### src/rtl/pc_sequencer.sv
// pc_sequencer: fetch-address sequencer for the soft-CPU instruction path.
// Holds the fetch PC, issues in-order imem requests under valid/ready,
// tracks in-flight requests in an {epoch, addr} tag FIFO and tags each
// returned word with its address, dropping words made stale by a redirect.
module pc_sequencer #(
   parameter int unsigned DATA_W     = 32,
   parameter int unsigned MAX_OUT    = 4,
   parameter logic [31:0] RESET_ADDR = 32'h0000_0000
) (
   input  logic                         clk_main_a0,
   input  logic                         rst_main_n,
   input  logic                         start,
   input  logic [31:0]                  start_addr,
   input  logic                         halt,
   input  logic                         redirect_valid,
   input  logic [31:0]                  redirect_addr,
   output logic [31:0]                  inc_in_address,
   input  logic [31:0]                  inc_out_address,
   output logic                         imem_req_valid,
   input  logic                         imem_req_ready,
   output logic [31:0]                  imem_req_addr,
   input  logic                         imem_rsp_valid,
   input  logic [DATA_W-1:0]            imem_rsp_data,
   output logic                         inst_valid,
   output logic [31:0]                  inst_addr,
   output logic [DATA_W-1:0]            inst_data,
   output logic [$clog2(MAX_OUT):0]     outstanding,
   output logic                         busy,
   output logic                         err
);

   localparam int unsigned PTR_W = $clog2(MAX_OUT);
   localparam int unsigned CNT_W = PTR_W + 1;
   localparam logic [CNT_W-1:0] MAX_CNT = CNT_W'(MAX_OUT);

   typedef enum logic [1:0] {
      IDLE  = 2'd0,
      FETCH = 2'd1,
      DRAIN = 2'd2
   } state_t;

   state_t             r_state, w_state_nxt;
   logic [31:0]        r_pc, w_pc_nxt;
   logic               r_epoch, w_epoch_nxt;
   logic [CNT_W-1:0]   r_cnt, w_cnt_nxt;
   logic [PTR_W-1:0]   r_wr_ptr, r_rd_ptr;
   logic               r_tag_ep   [MAX_OUT];
   logic [31:0]        r_tag_addr [MAX_OUT];

   logic               r_inst_valid;
   logic [31:0]        r_inst_addr;
   logic [DATA_W-1:0]  r_inst_data;
   logic               r_err;

   logic               w_req_valid;
   logic               w_accept;
   logic               w_fifo_empty;
   logic               w_pop;
   logic               w_hit;

   // Handshake qualifiers: valid never looks at ready; a response only pops a non-empty FIFO.
   always_comb begin
      w_fifo_empty = (r_cnt == '0);
      w_req_valid  = (r_state == FETCH) && (r_cnt < MAX_CNT) && !redirect_valid && !halt;
      w_accept     = w_req_valid && imem_req_ready;
      w_pop        = imem_rsp_valid && !w_fifo_empty;
      w_hit        = w_pop && (r_tag_ep[r_rd_ptr] == r_epoch);
      w_cnt_nxt    = r_cnt;
      if (w_accept && !w_pop)
         w_cnt_nxt = r_cnt + CNT_W'(1);
      else if (!w_accept && w_pop)
         w_cnt_nxt = r_cnt - CNT_W'(1);
   end

   // Next-state, next-PC and epoch decode; halt outranks redirect in FETCH.
   always_comb begin
      w_state_nxt = r_state;
      w_pc_nxt    = r_pc;
      w_epoch_nxt = r_epoch;
      unique case (r_state)
         IDLE: begin
            if (start) begin
               w_pc_nxt    = start_addr;
               w_state_nxt = FETCH;
            end
         end
         FETCH: begin
            if (halt) begin
               w_state_nxt = DRAIN;
            end else if (redirect_valid) begin
               w_pc_nxt    = redirect_addr;
               w_epoch_nxt = ~r_epoch;
            end else if (w_accept) begin
               w_pc_nxt    = inc_out_address;
            end
         end
         DRAIN: begin
            if (w_cnt_nxt == '0)
               w_state_nxt = IDLE;
         end
         default: w_state_nxt = IDLE;
      endcase
   end

   // Control registers: state, PC, epoch and in-flight count.
   always_ff @(posedge clk_main_a0 or negedge rst_main_n) begin
      if (!rst_main_n) begin
         r_state <= IDLE;
         r_pc    <= RESET_ADDR;
         r_epoch <= 1'b0;
         r_cnt   <= '0;
      end else begin
         r_state <= w_state_nxt;
         r_pc    <= w_pc_nxt;
         r_epoch <= w_epoch_nxt;
         r_cnt   <= w_cnt_nxt;
      end
   end

   // Tag FIFO pointers; depth is a power of two so they wrap naturally.
   always_ff @(posedge clk_main_a0 or negedge rst_main_n) begin
      if (!rst_main_n) begin
         r_wr_ptr <= '0;
         r_rd_ptr <= '0;
      end else begin
         if (w_accept)
            r_wr_ptr <= r_wr_ptr + PTR_W'(1);
         if (w_pop)
            r_rd_ptr <= r_rd_ptr + PTR_W'(1);
      end
   end

   // Tag FIFO storage; contents are only meaningful behind the pointers.
   always_ff @(posedge clk_main_a0) begin
      if (w_accept) begin
         r_tag_ep[r_wr_ptr]   <= r_epoch;
         r_tag_addr[r_wr_ptr] <= r_pc;
      end
   end

   // Tagged instruction output and sticky underflow error.
   always_ff @(posedge clk_main_a0 or negedge rst_main_n) begin
      if (!rst_main_n) begin
         r_inst_valid <= 1'b0;
         r_inst_addr  <= '0;
         r_inst_data  <= '0;
         r_err        <= 1'b0;
      end else begin
         r_inst_valid <= w_hit;
         if (w_hit) begin
            r_inst_addr <= r_tag_addr[r_rd_ptr];
            r_inst_data <= imem_rsp_data;
         end
         if (imem_rsp_valid && w_fifo_empty)
            r_err <= 1'b1;
      end
   end

   assign inc_in_address = r_pc;
   assign imem_req_addr  = r_pc;
   assign imem_req_valid = w_req_valid;
   assign inst_valid     = r_inst_valid;
   assign inst_addr      = r_inst_addr;
   assign inst_data      = r_inst_data;
   assign outstanding    = r_cnt;
   assign busy           = (r_state != IDLE) || (r_cnt != '0);
   assign err            = r_err;

endmodule

### config.mk
export PLATFORM = sky130hd
export DESIGN_NAME = pc_sequencer
export DESIGN_NICKNAME = d
export VERILOG_FILES = /design/src/rtl/pc_sequencer.sv
export SDC_FILE = /design/constraint.sdc
export NUM_CORES = 1
export LEC_CHECK = 0
export ABC_CLOCK_PERIOD_IN_PS = 3550
export CORE_MARGIN = 2
export CORE_UTILIZATION = 44
export DETAILED_ROUTE_END_ITERATION = 16
export PLACE_DENSITY = 0.78
export REMOVE_ABC_BUFFERS = 1
export SKIP_CTS_REPAIR_TIMING = 1
export SLEW_MARGIN = 20
export SYNTH_ARGS = -nofsm -noshare
export SYNTH_HDL_FRONTEND = slang
export SYNTH_SLANG_ARGS = --single-unit
### constraint.sdc
create_clock -name clk_main_a0 -period 3.55 [get_ports clk_main_a0]
set_input_delay 0.71 -clock clk_main_a0 [delete_from_list [all_inputs] [get_ports clk_main_a0]]
set_output_delay 0.71 -clock clk_main_a0 [all_outputs]
set_load 0.02 [all_outputs]
Word level (Yosys, flattened, before mapping) --
Memory sizes are Yosys's and may differ from the RTL's. A register that Yosys moved wholly into a read port is not among the register bits. Index checks and enable logic that the tools add are counted.
Storage, ports and cells: RAM bits 132, output and inout bits 135, word-level logic and storage cells 64, memories 2, bits in registers 76, bits of input ports 135
Operators by class: equal/unequal tests 8, bitwise operators 2, magnitude comparators 1, mux-type cells 13, reduce and logical (&&, ||, !) cells 25, add/sub/neg operators 4
Memory list:
- r_tag_addr | depth 4, width 32, rd ports 1, clocked after Yosys merged registers in 1, write ports 1, line 48 | logic [31:0] r_tag_addr [MAX_OUT];
- r_tag_ep | depth 4, width 1, rd ports 1, clocked after Yosys merged registers in 0, write ports 1, line 47 | logic r_tag_ep [MAX_OUT];
Operator list (count):
- 32-bit two-way mux | 4
- 32-bit one-hot mux with 2 select lines | 1
- 1-bit logical AND | 9
- 2-bit != test (second input constant) | 4
- 1-bit logical NOT | 6
- 3-bit logical NOT | 2
- 2-bit two-way mux | 3
- 3-bit two-way mux | 2
- 2-bit one-hot mux with 3 select lines | 1
- 3-bit AND reduction | 2
- 2-bit by 1-bit adder with 2-bit output (second input constant) | 2
- 4-bit AND reduction | 1
- 2-bit nonzero test | 2
- 3-bit by 1-bit adder with 3-bit output (second input constant) | 1
- 3-bit less-than comparator (second input constant) | 1
- 3-bit != test (second input constant) | 1
- 3-bit nonzero test | 1
- 3-bit by 1-bit subtractor with 3-bit output (second input constant) | 1
- 2-bit by 1-bit == test with 1-bit output (second input constant) | 1
- 2-bit == test (second input constant) | 1
- 2-bit logical NOT | 1
- 1-bit two-way mux | 2
- 1-bit inverter | 2
- 1-bit == test | 1
- 1-bit logical OR | 1

Depth between registers and ports, before layout --
Gate-level depths: netlist (run 1).
depth after elaboration 12, mapped depth 8, mapped depth without buffers 6

Worst setup path before layout (run 1) --
Ideal clock, no wire load.
path type input port to flip-flop, from input port redirect_valid, to memory r_tag_addr[0][0], enable pin, arrival time 2530 ps, stages on the path 5, data required time 3157 ps, setup time 393 ps, slack 627 ps, buffers on the path 2, path through buf_2 -> or3b_2 -> nor2_1 -> buf_2 -> and2_1
Between the ends: longest elaborated chain between the ends 6
RTL lines:
- start, declared | line 15 | input logic redirect_valid,
- 1-bit logical NOT | line 64 | w_req_valid = (r_state == FETCH) && (r_cnt < MAX_CNT) && !redirect_valid && !halt;
- 1-bit logical AND (2 in series) | line 64
- 1-bit logical AND | line 65 | w_accept = w_req_valid && imem_req_ready;
- 1-bit two-way mux | line 135 | if (w_accept) begin
- 1-bit two-way mux (not written as such) | line 137 | r_tag_addr[r_wr_ptr] <= r_pc;
- end, declared | line 48
Every way passes these cells.

Worst setup path in the final report (run 1) --
from input port halt, to output port imem_req_valid
Between the ends: longest elaborated chain between the ends 2
RTL lines:
- start, declared | line 14 | input logic halt,
- 1-bit logical NOT | line 64
- 1-bit logical AND | line 64
- end, declared | line 19 | output logic imem_req_valid,
Every way passes these cells.

==> out/metrics.cfg, run 1 <==
[status]
status=complete, no violations

[pwr]
p_leak_nw=5.39
sequentialPowerShare_pct=36.3
ir_worst_vdd_v=0.000513
p_int_mw=8.30
clkPwrFrac_pct=20.0
power.share.switching_pct=33.0
finalPower_mw=12.4
combPwrFrac_pct=43.7
p_switching_mw=4.09
power.density_mw_per_mm2=900

[floorplanning]
rows=55
die_x_um=156
start_util_pct=44.8
die-area_mm2=0.0243
die_h_um=156
fp.coreArea_mm2=0.0226
io_pins=270

[detailed_routing]
wl_per_cell_um=18.6
final_antenna_net_count=0
vias=5852
vias_per_cell=5.11
drt_first_pass_iters=4
drt_iter0_drc=299
wirelength_um=21300
route.detailed.drc=0

[synthesis]
yosys-top-cells-area=edfxtp_1, dfrtp_1, mux4_2, mux2_4, mux2_2
yosysSeqAreaShare_pct=65.8
syn_inst=594
synth-seq-cells=240
ys_warn_count=0
yosys.cell_count.top_type=edfxtp_1
async_flop_share_pct=45.0
synth.largest_area_cell=edfxtp_1
synthTopCellsByCount=edfxtp_1, dfrtp_1, mux2_4
synth.cell_area_mm2=0.0101
yosysTopAreaCellShare_pct=39.1
synth_edf_count=132
postSynthAreaPerCell_um2=17.1
synthDistinctLibCells=35
synth_ff_type=edfxtp_1

[sta]
tightest_slew_ns=0.999
slew_headroom_pct=33.4
min_period_over_period_pct=90.2
max_freq_mhz=312
setup_violations=0
fin_hold_ws_ns=0.236
period_needed_ns=3.20
grt_setup_unrepaired=no
clock_skew_ns=0.00861
slew_viol_final=0
hold_violations=0

[layout]
drive_gt1_share_pct=22.7
fillers=1684
nNetsFinal=984
antenna_cells=0
postLayoutCellArea_mm2=0.0138
final_cells=1145
synthToLayoutAreaGrowth_pct=35.8

[global_route]
antenna_found_initial=0
grt_pass1_vias=6255
gr-total-overflow=0
grt_pass1_wl_um=33800
track_usage_pct=17.8
grt_max_degree=66

[worst_setup_path]
path_buf_inv=2
path_class=input pin to output pin
crit_family=buffers and inverters
cp.arrival_ns=2.49
critPathLaunchType=input pin
worst_setup_path_end_kind=output pin
slowest_delay_ns=0.63
crit_slowest_cell=clkdlybuf4s50_1
crit_top_cell=clkdlybuf4s50_1
crit_chain=clkdlybuf4s50_1, or3b_2, nor3_1, clkdlybuf4s50_1
cp_max_fo=5
required_ns=2.84

[flow_run]
cap_violations=0

[clock_tree]
numCtsBuffers=24
clk_pin_slew_ns=0.06
clockBufferDepth=3
htree_levels=1
clkLatencyLatePin_ns=0.51
cts-root-buf=clkbuf_16
cts_tree=yes
clock_sinks=240

[min_path]
hold_class=input pin to async pin

[placement]
placed_area_mm2=0.0130
gp_congestion=0.789
io_buffers=269
dp_cells=1101
dpl.hpwl_um=14200

==> flip-flops by register name, summed over array words and instances, names as in the netlist <==
signal,flops
inst_valid,1
r_state,2
r_epoch,1
r_wr_ptr,2
err,1
inst_data,32
outstanding,3
inst_addr,32
r_tag_addr,128
r_tag_ep,4
r_rd_ptr,2
imem_req_addr,32
==> stage by stage <==
step           util, %  setup TNS, ns  setup WS (ns)
2_1_floorplan        -        -125.68          -1.96
3_3_place_gp      57.3              0          0.370
3_5_place_dp      57.3              0          0.350
4_1_cts           60.8              0          0.339
5_1_grt           60.8              0          0.216
6_report          60.8              0          0.349
==> layer usage <==
| layer | global-route usage [%] | vias to the layer above | wire, um |
|---|---|---|---|
| li1 | - | 2686 | - |
| met1 | 23.2 | 2931 | 9040 |
| met2 | 30.8 | 199 | 10600 |
| met3 | 3.53 | 36 | 1240 |
| met4 | 4.15 | 0 | 377 |
| met5 | 0 | - | 0 |
==> path summary, 6_finish.rpt <==
path                                              from                             to  slack, ns  depth (start not counted)
worst max-delay path                              halt                 imem_req_valid       0.35                          4
min in group clk_main_a0               err$_DFFE_PN0P_                err$_DFFE_PN0P_       0.49                          1
worst min-delay path                        rst_main_n      inst_data[24]$_DFFE_PN0P_       0.24                          1
worst max register to register  r_state[0]$_DFFE_PN0P_  imem_req_addr[21]$_DFFE_PN0P_       1.33                          6
worst min register to register         err$_DFFE_PN0P_                err$_DFFE_PN0P_       0.49                          1
max in group asynchronous                   rst_main_n       inst_data[0]$_DFFE_PN0P_       2.56                          2
==> worst register-to-register path: stages (launching register included) <==
cell,delay (ns)
dfrtp_1,0.45
or3b_2,0.28
nor2_1,0.06
buf_4,0.17
o21ai_4,0.53
buf_12,0.26
mux2_2,0.36
==> cells by family (layout without fill, tap and decap cells) <==
logic type,count (synthesis),after routing,share of synthesized area [%]
compound gates,48,48,2.64
xor+xnor,8,8,0.691
fa+ha+maj,8,8,0.963
buf+inv,71,337,4.37
flops,240,240,65.8
mux,161,161,23.0
simple gates,58,58,2.62
==> cells in the final DEF, fill, tap and decap left out, types with 3 or more instances in the layout <==
master / n
clkbuf_1: 8
and2_2: 4
edfxtp_1: 132
nand2_1: 35
buf_12: 4
nor2_1: 4
buf_4: 14
nand2b_1: 5
dfrtp_1: 106
mux2_4: 49
xnor2_1: 8
mux2i_1: 32
inv_1: 7
mux4_2: 33
o211ai_1: 3
clkdlybuf4s50_1: 267
ha_1: 7
mux2_2: 47
clkbuf_16: 26
clkbuf_8: 7
o21ai_0: 36
==> power groups by stage <==
stage / Sequential (mW) / Combinational [mW] / Clock [mW]
after floorplan: 5.48 / 2.25 / 0
final: 4.50 / 5.42 / 2.48
after detailed placement: 4.57 / 5.48 / 0
after global placement: 4.52 / 5.41 / 0
after CTS: 4.51 / 5.50 / 2.55
after global routing: 4.62 / 5.77 / 2.66
==> final cells by class <==
type,instances,area [um2],share of cell area (%)
sequential,240,6670,48.4
multi-input combinational,283,3060,22.2
timing repair buffer,286,2860,20.8
clock buffer,41,777,5.64
tap,285,357,2.59
inverter,7,26.3,0.191
clock inverter,3,17.5,0.127
Note: power is estimated with default switching activity, not from simulation.
==> run 2, diff against run 1 <==
ABC_CLOCK_PERIOD_IN_PS = 3800   (was 3550)
clock period = 3.8 ns   (was 3.55 ns; I/O delays follow)
==> out/metrics.cfg, run 2 (synthesis gave the netlist of run 1 again) <==
[layout]
largest_reg_flops=128
antenna_cells=0
final_common_cell=clkdlybuf4s50_1
nNetsFinal=984
fin_util_pct=61.0
synthToLayoutAreaGrowth_pct=36.3
drive_gt1_share_pct=23.1
most-common-layout-cells=clkdlybuf4s50_1, edfxtp_1, dfrtp_1, mux2_4, mux2_2
fillers=1676
regMostFlops=r_tag_addr

[placement]
dpl.hpwl_um=13800
gp_congestion=0.792
post-place-ws_ns=0.451
io_buffers=269

[detailed_routing]
vias_per_cell=5.07
route.detailed.drc=0
wirelength_um=20900
drt_first_pass_iters=4
drt_iter0_drc=193
final_antenna_net_count=0
vias=5809
wl_per_cell_um=18.2

[worst_setup_path]
critPathLaunchType=input pin
path_class=input pin to output pin
cp.arrival_ns=2.58
cp_max_fo=5
required_ns=3.04
worst_setup_path_end_kind=output pin

[clock_tree]
cts-root-buf=clkbuf_16
clock_sinks=240
clockBufferDepth=3
htree_levels=1
numCtsBuffers=24
clkLatencyLatePin_ns=0.51
cts_tree=yes
clk_pin_slew_ns=0.06

[status]
status=complete, no violations

[sta]
slew_headroom_pct=46.7
grt_setup_unrepaired=no
clock_skew_ns=0.0168
max_freq_mhz=300
period_needed_ns=3.34
tightest_slew_ns=0.800
min_period_over_period_pct=87.8
hold_violations=0
tns_ns=0
setup_violations=0
fin_hold_ws_ns=0.339
layout_setup_ws_ns=0.464
slew_viol_final=0

[global_route]
gr-total-overflow=0
grt_pass1_wl_um=32700
track_usage_pct=17.1
grt_pass1_vias=6103
antenna_found_initial=0
grt_max_degree=56

[min_path]
hold_class=input pin to async pin

[pwr]
combPwrFrac_pct=43.0
ir_worst_vdd_v=0.000443
finalPower_mw=11.7
p_int_mw=7.88
p_switching_mw=3.82
power.density_mw_per_mm2=846
sequentialPowerShare_pct=35.9
power.share.switching_pct=32.6
clkPwrFrac_pct=21.1
p_leak_nw=5.41

[floorplanning]
rows=55
die-area_mm2=0.0243
start_util_pct=44.8
io_pins=270
die_x_um=156
die_h_um=156
fp.coreArea_mm2=0.0226

[flow_run]
cap_violations=0

==> run 2: changes by cell type in the layout (fill, tap and decap cells not counted) <==
| cell | previous run | this run |
|---|---|---|
| bufinv_16 | 0 | 4 |
| clkbuf_1 | 8 | 2 |
| clkbuf_16 | 26 | 25 |
| clkbuf_8 | 7 | 3 |
| clkinv_1 | 0 | 2 |
| clkinv_2 | 2 | 7 |
==> run 2: layer usage <==
metal  wire [um]  vias to the layer above  GRT usage (%)
met5           0                        -              0
met4         364                        0           3.49
met3        1050                       29           3.08
met2       10300                      189           29.8
met1        9120                     2908           22.8
li1            -                     2683              -
==> run 2: final cells by class <==
class                      instances  area [um2]  share of cell area [%]
multi-input combinational        283        3060                    22.1
inverter                           7        26.3                   0.190
tap                              285         357                    2.58
clock buffer                      30         674                    4.88
clock inverter                    14         170                    1.23
timing repair buffer             286        2860                    20.7
sequential                       240        6670                    48.3
==> run 2: final timing paths <==
| check | start | to | slack (ns) | depth (start not counted) |
|---|---|---|---|---|
| hold / removal | rst_main_n | inst_data[31]$_DFFE_PN0P_ | 0.34 | 1 |
| max in group asynchronous | rst_main_n | inst_addr[19]$_DFFE_PN0P_ | 2.76 | 2 |
| setup reg to reg | r_state[0]$_DFFE_PN0P_ | imem_req_addr[21]$_DFFE_PN0P_ | 1.39 | 6 |
| min in group clk_main_a0 | err$_DFFE_PN0P_ | err$_DFFE_PN0P_ | 0.48 | 1 |
| setup / recovery | halt | imem_req_valid | 0.46 | 4 |
| hold reg to reg | err$_DFFE_PN0P_ | err$_DFFE_PN0P_ | 0.48 | 1 |
==> run 2: metrics by stage <==
stage | cells | area [um2]
after floorplan | 530 | 9720
after global placement | 1101 | 13000
after detailed placement | 1101 | 13000
after CTS | 1145 | 13800
after global routing | 1145 | 13800
final | 1145 | 13800
==> run 2: critical path: stages <==
cell,delay (ns)
clkdlybuf4s50_1,0.45
or3b_2,0.53
nor3_1,0.19
clkdlybuf4s50_1,0.65
==> run 2: power by group through the flow <==
| stage | Sequential (mW) | Clock [mW] | Combinational, mW |
|---|---|---|---|
| floorplan | 5.12 | 0 | 2.10 |
| global placement | 4.21 | 0 | 5.03 |
| detailed placement | 4.25 | 0 | 5.09 |
| CTS | 4.21 | 2.53 | 5.11 |
| global route | 4.30 | 2.63 | 5.37 |
| finish | 4.19 | 2.47 | 5.03 |
==> run 3, diff against run 2 <==
SLEW_MARGIN = 10   (was 20)
==> results of run 3 <==
Same layout as run 2: the final DEF is identical, and so are final timing and power.
